<file path="config.mk">
export PLATFORM = sky130hd
export DESIGN_NAME = mem_access_unit
export DESIGN_NICKNAME = d
export VERILOG_FILES = /design/src/rtl/mem_access_unit_pkg.sv /design/src/rtl/mem_access_unit_latency_counter.sv /design/src/rtl/mem_access_unit.sv
export SDC_FILE = /design/constraint.sdc
export NUM_CORES = 1
export LEC_CHECK = 0
export ABC_AREA = 1
export CELL_PAD_IN_SITES_DETAIL_PLACEMENT = 0
export CELL_PAD_IN_SITES_GLOBAL_PLACEMENT = 2
export CORE_MARGIN = 2
export CORE_UTILIZATION = 25
export DETAILED_ROUTE_END_ITERATION = 6
export GPL_ROUTABILITY_DRIVEN = 1
export PLACE_DENSITY_LB_ADDON = 0.15
export SLEW_MARGIN = 30
export SYNTH_ARGS = -nofsm -noshare
export SYNTH_HDL_FRONTEND = slang
export SYNTH_SLANG_ARGS = --single-unit
</file>
<file path="constraint.sdc">
create_clock -name clk_i -period 3.51 [get_ports clk_i]
set_input_delay 0.351 -clock clk_i [delete_from_list [all_inputs] [get_ports clk_i]]
set_output_delay 0.351 -clock clk_i [all_outputs]
set_load 0.03 [all_outputs]
</file>
<file path="src/rtl/mem_access_unit_pkg.sv">
// Shared types, defaults and request-checking helper for the memory-stage access unit.
package mem_access_unit_pkg;

  localparam int unsigned DEFAULT_MEM_LATENCY = 2;
  localparam int unsigned DEFAULT_DEPTH_WORDS = 32;
  localparam int unsigned CNT_W               = 4;

  typedef enum logic [1:0] {
    ST_IDLE   = 2'd0,
    ST_ACCESS = 2'd1,
    ST_DONE   = 2'd2
  } state_e;

  typedef enum logic {
    OP_READ  = 1'b0,
    OP_WRITE = 1'b1
  } op_e;

  // Misaligned byte address, or word index past the end of memory (unsigned 30-bit compare).
  function automatic logic addr_bad(input logic [31:0] addr, input int unsigned depth_words);
    return (addr[1:0] != 2'b00) || (addr[31:2] >= 30'(depth_words));
  endfunction

endpackage

</file>
<file path="src/rtl/mem_access_unit_latency_counter.sv">
// Up-counter timing the memory access window; tc_o flags the last cycle of the window.
module latency_counter
  import mem_access_unit_pkg::*;
#(
  parameter int unsigned TC_VALUE = 1
) (
  input  logic clk_i,
  input  logic rst_i,
  input  logic clr_i,
  input  logic en_i,
  output logic tc_o
);

  logic [CNT_W-1:0] count_q, count_d;

  always_comb begin
    count_d = count_q;
    if (clr_i) begin
      count_d = '0;
    end else if (en_i) begin
      count_d = count_q + CNT_W'(1);
    end
  end

  always_ff @(posedge clk_i or negedge rst_i) begin
    if (!rst_i) begin
      count_q <= '0;
    end else begin
      count_q <= count_d;
    end
  end

  assign tc_o = (count_q == CNT_W'(TC_VALUE));

endmodule

</file>
<file path="src/rtl/mem_access_unit.sv">
// Memory-stage access controller: one load/store at a time, strobes held from flops
// for MEM_LATENCY cycles, pipeline stalled until the access completes.
//
//   state     | meaning
//   ----------+------------------------------------------------------------
//   ST_IDLE   | waiting for a request; stall combinationally while one is present
//   ST_ACCESS | strobes/address/data driven to memory, counting latency
//   ST_DONE   | completion cycle: rdata_valid_o or err_o pulse, no stall
module mem_access_unit
  import mem_access_unit_pkg::*;
#(
  parameter int unsigned MEM_LATENCY = DEFAULT_MEM_LATENCY,
  parameter int unsigned DEPTH_WORDS = DEFAULT_DEPTH_WORDS
) (
  input  logic        clk_i,
  input  logic        rst_i,
  input  logic        req_read_i,
  input  logic        req_write_i,
  input  logic [31:0] addr_i,
  input  logic [31:0] wdata_i,
  output logic        stall_o,
  output logic [31:0] rdata_o,
  output logic        rdata_valid_o,
  output logic        err_o,
  output logic        mem_read_o,
  output logic        mem_write_o,
  output logic [31:0] mem_addr_o,
  output logic [31:0] mem_wdata_o,
  input  logic [31:0] mem_rdata_i
);

  state_e      state_q, state_d;
  op_e         op_q, op_d;
  logic        mem_read_q, mem_read_d;
  logic        mem_write_q, mem_write_d;
  logic [31:0] mem_addr_q, mem_addr_d;
  logic [31:0] mem_wdata_q, mem_wdata_d;
  logic [31:0] rdata_q, rdata_d;
  logic        rdata_valid_q, rdata_valid_d;
  logic        err_q, err_d;

  logic req;
  logic req_bad;
  logic cnt_clr;
  logic cnt_en;
  logic cnt_tc;

  assign req     = req_read_i | req_write_i;
  assign req_bad = (req_read_i & req_write_i) | addr_bad(addr_i, DEPTH_WORDS);

  latency_counter #(
    .TC_VALUE (MEM_LATENCY - 1)
  ) u_lat_cnt (
    .clk_i (clk_i),
    .rst_i (rst_i),
    .clr_i (cnt_clr),
    .en_i  (cnt_en),
    .tc_o  (cnt_tc)
  );

  always_comb begin
    state_d       = state_q;
    op_d          = op_q;
    mem_read_d    = mem_read_q;
    mem_write_d   = mem_write_q;
    mem_addr_d    = mem_addr_q;
    mem_wdata_d   = mem_wdata_q;
    rdata_d       = rdata_q;
    rdata_valid_d = 1'b0;
    err_d         = 1'b0;
    cnt_clr       = 1'b0;
    cnt_en        = 1'b0;

    unique case (state_q)
      ST_IDLE: begin
        if (req) begin
          op_d = req_write_i ? OP_WRITE : OP_READ;
          if (req_bad) begin
            // Rejected requests never reach the memory pins.
            err_d   = 1'b1;
            state_d = ST_DONE;
          end else begin
            mem_read_d  = req_read_i;
            mem_write_d = req_write_i;
            mem_addr_d  = addr_i;
            mem_wdata_d = wdata_i;
            cnt_clr     = 1'b1;
            state_d     = ST_ACCESS;
          end
        end
      end
      ST_ACCESS: begin
        cnt_en = 1'b1;
        if (cnt_tc) begin
          mem_read_d  = 1'b0;
          mem_write_d = 1'b0;
          if (op_q == OP_READ) begin
            rdata_d       = mem_rdata_i;
            rdata_valid_d = 1'b1;
          end
          state_d = ST_DONE;
        end
      end
      ST_DONE: begin
        // EX/MEM still holds the finished request here, so inputs are ignored.
        state_d = ST_IDLE;
      end
      default: begin
        state_d = ST_IDLE;
      end
    endcase
  end

  always_ff @(posedge clk_i or negedge rst_i) begin
    if (!rst_i) begin
      state_q       <= ST_IDLE;
      op_q          <= OP_READ;
      mem_read_q    <= 1'b0;
      mem_write_q   <= 1'b0;
      mem_addr_q    <= '0;
      mem_wdata_q   <= '0;
      rdata_q       <= '0;
      rdata_valid_q <= 1'b0;
      err_q         <= 1'b0;
    end else begin
      state_q       <= state_d;
      op_q          <= op_d;
      mem_read_q    <= mem_read_d;
      mem_write_q   <= mem_write_d;
      mem_addr_q    <= mem_addr_d;
      mem_wdata_q   <= mem_wdata_d;
      rdata_q       <= rdata_d;
      rdata_valid_q <= rdata_valid_d;
      err_q         <= err_d;
    end
  end

  // Gated by reset so stall drops immediately even while a request is still presented.
  assign stall_o = rst_i & ((state_q == ST_ACCESS) | ((state_q == ST_IDLE) & req));

  assign rdata_o       = rdata_q;
  assign rdata_valid_o = rdata_valid_q;
  assign err_o         = err_q;
  assign mem_read_o    = mem_read_q;
  assign mem_write_o   = mem_write_q;
  assign mem_addr_o    = mem_addr_q;
  assign mem_wdata_o   = mem_wdata_q;

endmodule
</file>
; Word-level counts from Yosys, hierarchy flattened
; Index checks and enable logic that the tools add are counted.
[word_totals]
out_inout_bits = 101
latch_bits = 0
register_bits = 107
romBits = 0
ram_bits = 0
mem_count = 0
elab_cells = 59
[op_classes]
eq_ne = 5
addsub = 1
shifts = 0
div = 0
order_cmp = 1
bitwise = 8
multipliers = 0
n_mux = 24
n_reduce_logical = 10
[op_table]
columns = op, n
row1 = $ge 30x6->1 const B, 1
row2 = $mux 1, 16
row3 = $mux 4, 2
row4 = $mux 2, 3
row5 = $ne 2x2->1 const B, 3
row6 = $reduce_and 3->1, 2
row7 = $reduce_bool 2->1, 3
row8 = $add 4x1->4 const B, 1
row9 = $eq 4x1->1 const B, 1
row10 = $pmux 1 s2, 2
row11 = $pmux 2 s2, 1
row12 = $reduce_and 2->1, 2
row13 = $reduce_and 4->1, 1
row14 = $and 1x1->1, 3
row15 = $or 1x1->1, 3
row16 = $eq 2x1->1 const B, 1
row17 = $logic_not 2->1, 1
row18 = $not 1->1, 2
row19 = $logic_or 1x1->1, 1

; Depth between registers and ports, before layout
[logic_depth]
ltp_word = 7
ltp_mapped = 12
mapped_depth_nobuf = 10

; Modules after synthesis
; A second synthesis with hierarchy kept.
[unflattened]
cells_unflattened = 477
area_unflattened_um2 = 4224.1
[modules_own_cells]
columns = mod, area_per_inst_um2, instances, cells_each
row1 = mem_access_unit, 3998.8, 1, 451
row2 = latency_counter, 225.2, 1, 26

; Worst setup path before layout
; No wires, ideal clock.
[synth_path]
kind = reg2reg
start = register u_lat_cnt.count_q[1]
end = register rdata_q[0] (netlist: rdata_o[0])
synth_period_minus_slack_ns = 1.494
stages_incl_launch_ff = 10
n_path_buf = 1
required_ns = 3.392
arrival_ns = 1.376
setup_ns = 0.118
path_slack_ns = 2.016
path_cell_list = dfrtp_1 inv_1 ha_1 nor3b_1 nand2_1 nor2_4 inv_2 buf_2 nand2_1 nand2_1
[synth_between]
elab_chain_cells = 2
[synth_lines]
columns = item, line_no
row1 = start: declaration, mem_access_unit_latency_counter.sv:14  ; logic [CNT_W-1:0] count_q, count_d;
row2 = start signal: assignment, mem_access_unit_latency_counter.sv:29  ; count_q <= count_d;
row3 = $eq 4x1->1, mem_access_unit_latency_counter.sv:33  ; assign tc_o = (count_q == CNT_W'(TC_VALUE));
row4 = $reduce_and 3->1 (no line), --
row5 = end signal: assignment, mem_access_unit.sv:132  ; rdata_q <= rdata_d;
row6 = end: declaration, mem_access_unit.sv:38  ; logic [31:0] rdata_q, rdata_d;
; Every way passes these cells.
; A chain may end at the register's enable or synchronous reset.

; Worst setup path in the final report
[layout_path]
start = register state_q[0]
end = output port stall_o
[layout_between]
elab_chain_cells = 4
[layout_lines]
columns = item, line_no
row1 = start: declaration, mem_access_unit.sv:32  ; state_e state_q, state_d;
row2 = start signal: assignment, mem_access_unit.sv:126  ; state_q <= state_d;
row3 = $logic_not 2->1, mem_access_unit.sv:139  ; assign stall_o = rst_i & ((state_q == ST_ACCESS) | ((state_q == ST_IDLE) & req));
row4 = $and 1x1->1, mem_access_unit.sv:139
row5 = $or 1x1->1 (*), mem_access_unit.sv:139
row6 = $and 1x1->1 (*), mem_access_unit.sv:139
row7 = end: declaration, mem_access_unit.sv:21  ; output logic stall_o,
; Every way passes the cells marked *; elsewhere a longest branch is shown, timed or not.

==> summary.txt <==
Status -> finished clean
Data required time of the critical path -> 3.16 ns
Startpoint types -> register
Slew HR -> 0.530
PwrDens -> 403 nW/um^2
Kind of critical path -> register to output port
Total Wirelength -> 12.2 mm
Seq/Total Area, Yosys -> 0.627
Top_reg_cell synth -> dfrtp_1
Leak -> 3.15 nW
Post-route setup slack -> 0.894 ns
DRC -> 0
Worst r2r path cells -> 6
Ports -> 201
Post-synth top cells -> nand2_1 (195), dfrtp_1 (107), nand3_1 (40), o21a_1 (29), inv_1 (24)
WP depth -> 4
Ant. Diodes -> 0
Die width -> 135 um
Cts repair resizes -> 0
Dominant cells by area after synthesis -> dfrtp_1 (63%), nand2_1 (17%), o21a_1 (5.1%)
Register area -> 2680 um^2
Die Y -> 135 um
Syn Nets -> 560
Initial Util -> 0.257
Crit-path max cell delay -> 0.67 ns
Fillers -> 1,644
Clock skew -> 0.00558 ns
Wire length per cell -> 13.9 um
Worst Setup End Kind -> output port
RR Startpoint -> state_q[0]$_DFFE_PN0P_
Via count -> 3,579
Worst slack, placed -> 0.920 ns
Clock sink total -> 107
Min Tclk post-route -> 2.62 ns
Area Overhead vs Synth -> 58.6%
Final Hold Fails -> 0
Total GRT Usage -> 0.136
CP max stage cell -> clkdlybuf4s50_1
Fin crit share -> 0.745
Number of global-route vias before repair -> 3,640
Largest delay contributor family on the critical path -> simple AND/OR/NAND/NOR gates
DRT iter0 DRCs -> 135
Mapped Area -> 4270 um^2
CP cell instances -> or2_1 > nor2_4 > o21a_1 > clkdlybuf4s50_1
Hold Slack -> 0.202 ns
PortBufs -> 200
Post-layout nets -> 754
Largest net degree at the start of global routing -> 55
Max-cap violations -> 0
Final setup TNS -> 0 ns
Die Area -> 18,100 um^2
Synth cell types -> 21
Final antenna-violating net count -> 0
Num rows -> 47
TritonCTS buffer count -> 9
Footprint of the multi-input gates -> 1350 um^2
Syn avg cell area -> 9.32 um^2
Crit Path Max Fanout -> 19
Max Slew Vio Count -> 0
RSZ-0062 raised after global routing -> false
Arr. time, crit path -> 2.26 ns
Total power draw -> 2.73 mW
TritonCTS clock tree -> built
End of the critical path -> stall_o
Post-synth top area share -> 0.627
Leading area contributor after synthesis -> dfrtp_1
Share of layout cells above drive strength 1 -> 0.0426
Final core occ -> 0.407
Reg2reg end -> mem_wdata_o[30]$_DFFE_PN0P_
Worst Path Buf+Inv -> 1
Final setup viols -> 0
Vias per inst -> 4.08
Grt total ovfl -> 0
R2R Setup Slk -> 1.33 ns
Core box area -> 16,600 um^2
DP HPWL -> 8.68 mm
CTS max path bufs -> 2
Hold buffers post-CTS -> 0
DRT Pass-1 Iters -> 4
Peak Freq -> 0.382 GHz
Top-count cell post-synth -> nand2_1
Origin of the worst setup path -> state_q[0]$_DFFE_PN0P_
Initial antenna violation count -> 0
Worst slew pin tran -> 0.705 ns
Worst-skew pair later-pin latency -> 0.34 ns
H-tree depth -> 3
Synthesized flop and latch total -> 107
Final GP Congestion -> 0.707
Hold crit path type -> input port to async pin
Post-synth EDFFs -> 0
First-pass GRT wire length -> 19.4 mm
Synth Instances -> 458
Root Buffer Master -> clkbuf_16
Post-CTS Setup Inserts -> 0
Max VDD drop -> 221 uV
CTS clk-pin slew, worst paths -> 0.07 ns
Post-synth ARST share -> 1.00
Synth warn -> 0
-- flip-flops by register name, indices dropped and copies added (netlist names), 2 cells and up --
name and flops:
state_q 2, rdata_o 32, mem_wdata_o 32, u_lat_cnt.count_q 4
mem_addr_o 32
-- logic make-up after synthesis --
logic type / synth area share
AND/OR/NAND/NOR: 0.246
flip-flops: 0.627
buffers and inverters: 0.0566
AO/OA/AOI/OAI: 0.0580
XOR/XNOR: 0.00616
adder cells (fa/ha/maj): 0.00586
-- area by class of cell --
class | instances | share of cell area
Sequential cell | 107 | 0.395
Timing Repair Buffer | 207 | 0.303
Multi-Input combinational cell | 299 | 0.199
Tap cell | 220 | 0.0407
Clock buffer | 12 | 0.0349
Inverter | 28 | 0.0155
Clock inverter | 4 | 0.0111
-- metrics by stage --
stage               area, um^2  instances
floorplan                 4270        458
global placement          6460        861
detailed placement        6460        861
CTS                       6770        877
global route              6770        877
finish                    6770        877
-- layout by cell type, fill, tap and decap left out --
master           synthesis  final
dfrtp_1                107    107
nor3b_1                  1      1
ha_1                     2      2
inv_2                    4      4
nand4_1                  1      1
buf_4                    0      8
nand3_1                 40     40
clkbuf_16                0      9
xnor2_1                  1      1
inv_1                   24     24
nor2_2                   1      1
o21a_1                  29     29
a21oi_1                  4      4
xor2_1                   2      2
clkinvlp_4               0      2
bufinv_16                0      2
o21ai_1                  2      2
nor2_1                  17     17
clkbuf_1                 2      3
nand2_1                195    195
and2_0                   1      1
clkdlybuf4s50_1          0    199
or2_1                    1      1
nor2_4                   2      2
-- layer usage --
| layer | vias to the layer above | wire length [um] | global-route usage |
|---|---|---|---|
| li1 | 1805 | - | - |
| met1 | 1636 | 5460 | 0.178 |
| met2 | 124 | 5680 | 0.217 |
| met3 | 14 | 823 | 0.0319 |
| met4 | 0 | 219 | 0.0579 |
| met5 | - | 0 | 0 |
-- power by group --
group	switching, mW	internal [mW]	total [mW]
clock	0.450	0.627	1.08
sequential	0.0151	1.26	1.27
combinational	0.223	0.159	0.381
total	0.688	2.04	2.73
-- worst min-delay path by stage --
stage	startpoint	end	slack (ns)	depth (start not counted)
after global routing	rst_i	mem_addr_o[12]$_DFFE_PN0P_	0.27	2
after global placement	rdata_o[17]$_DFFE_PN0P_	rdata_o[17]$_DFFE_PN0P_	0.45	2
final	rst_i	mem_wdata_o[11]$_DFFE_PN0P_	0.20	2
after CTS	rst_i	mem_wdata_o[5]$_DFFE_PN0P_	0.23	2
after detailed placement	rdata_o[10]$_DFFE_PN0P_	rdata_o[10]$_DFFE_PN0P_	0.46	2
after floorplan	rst_i	err_o$_DFF_PN0_	0.06	0
Power figures use the tool's default switching activity.
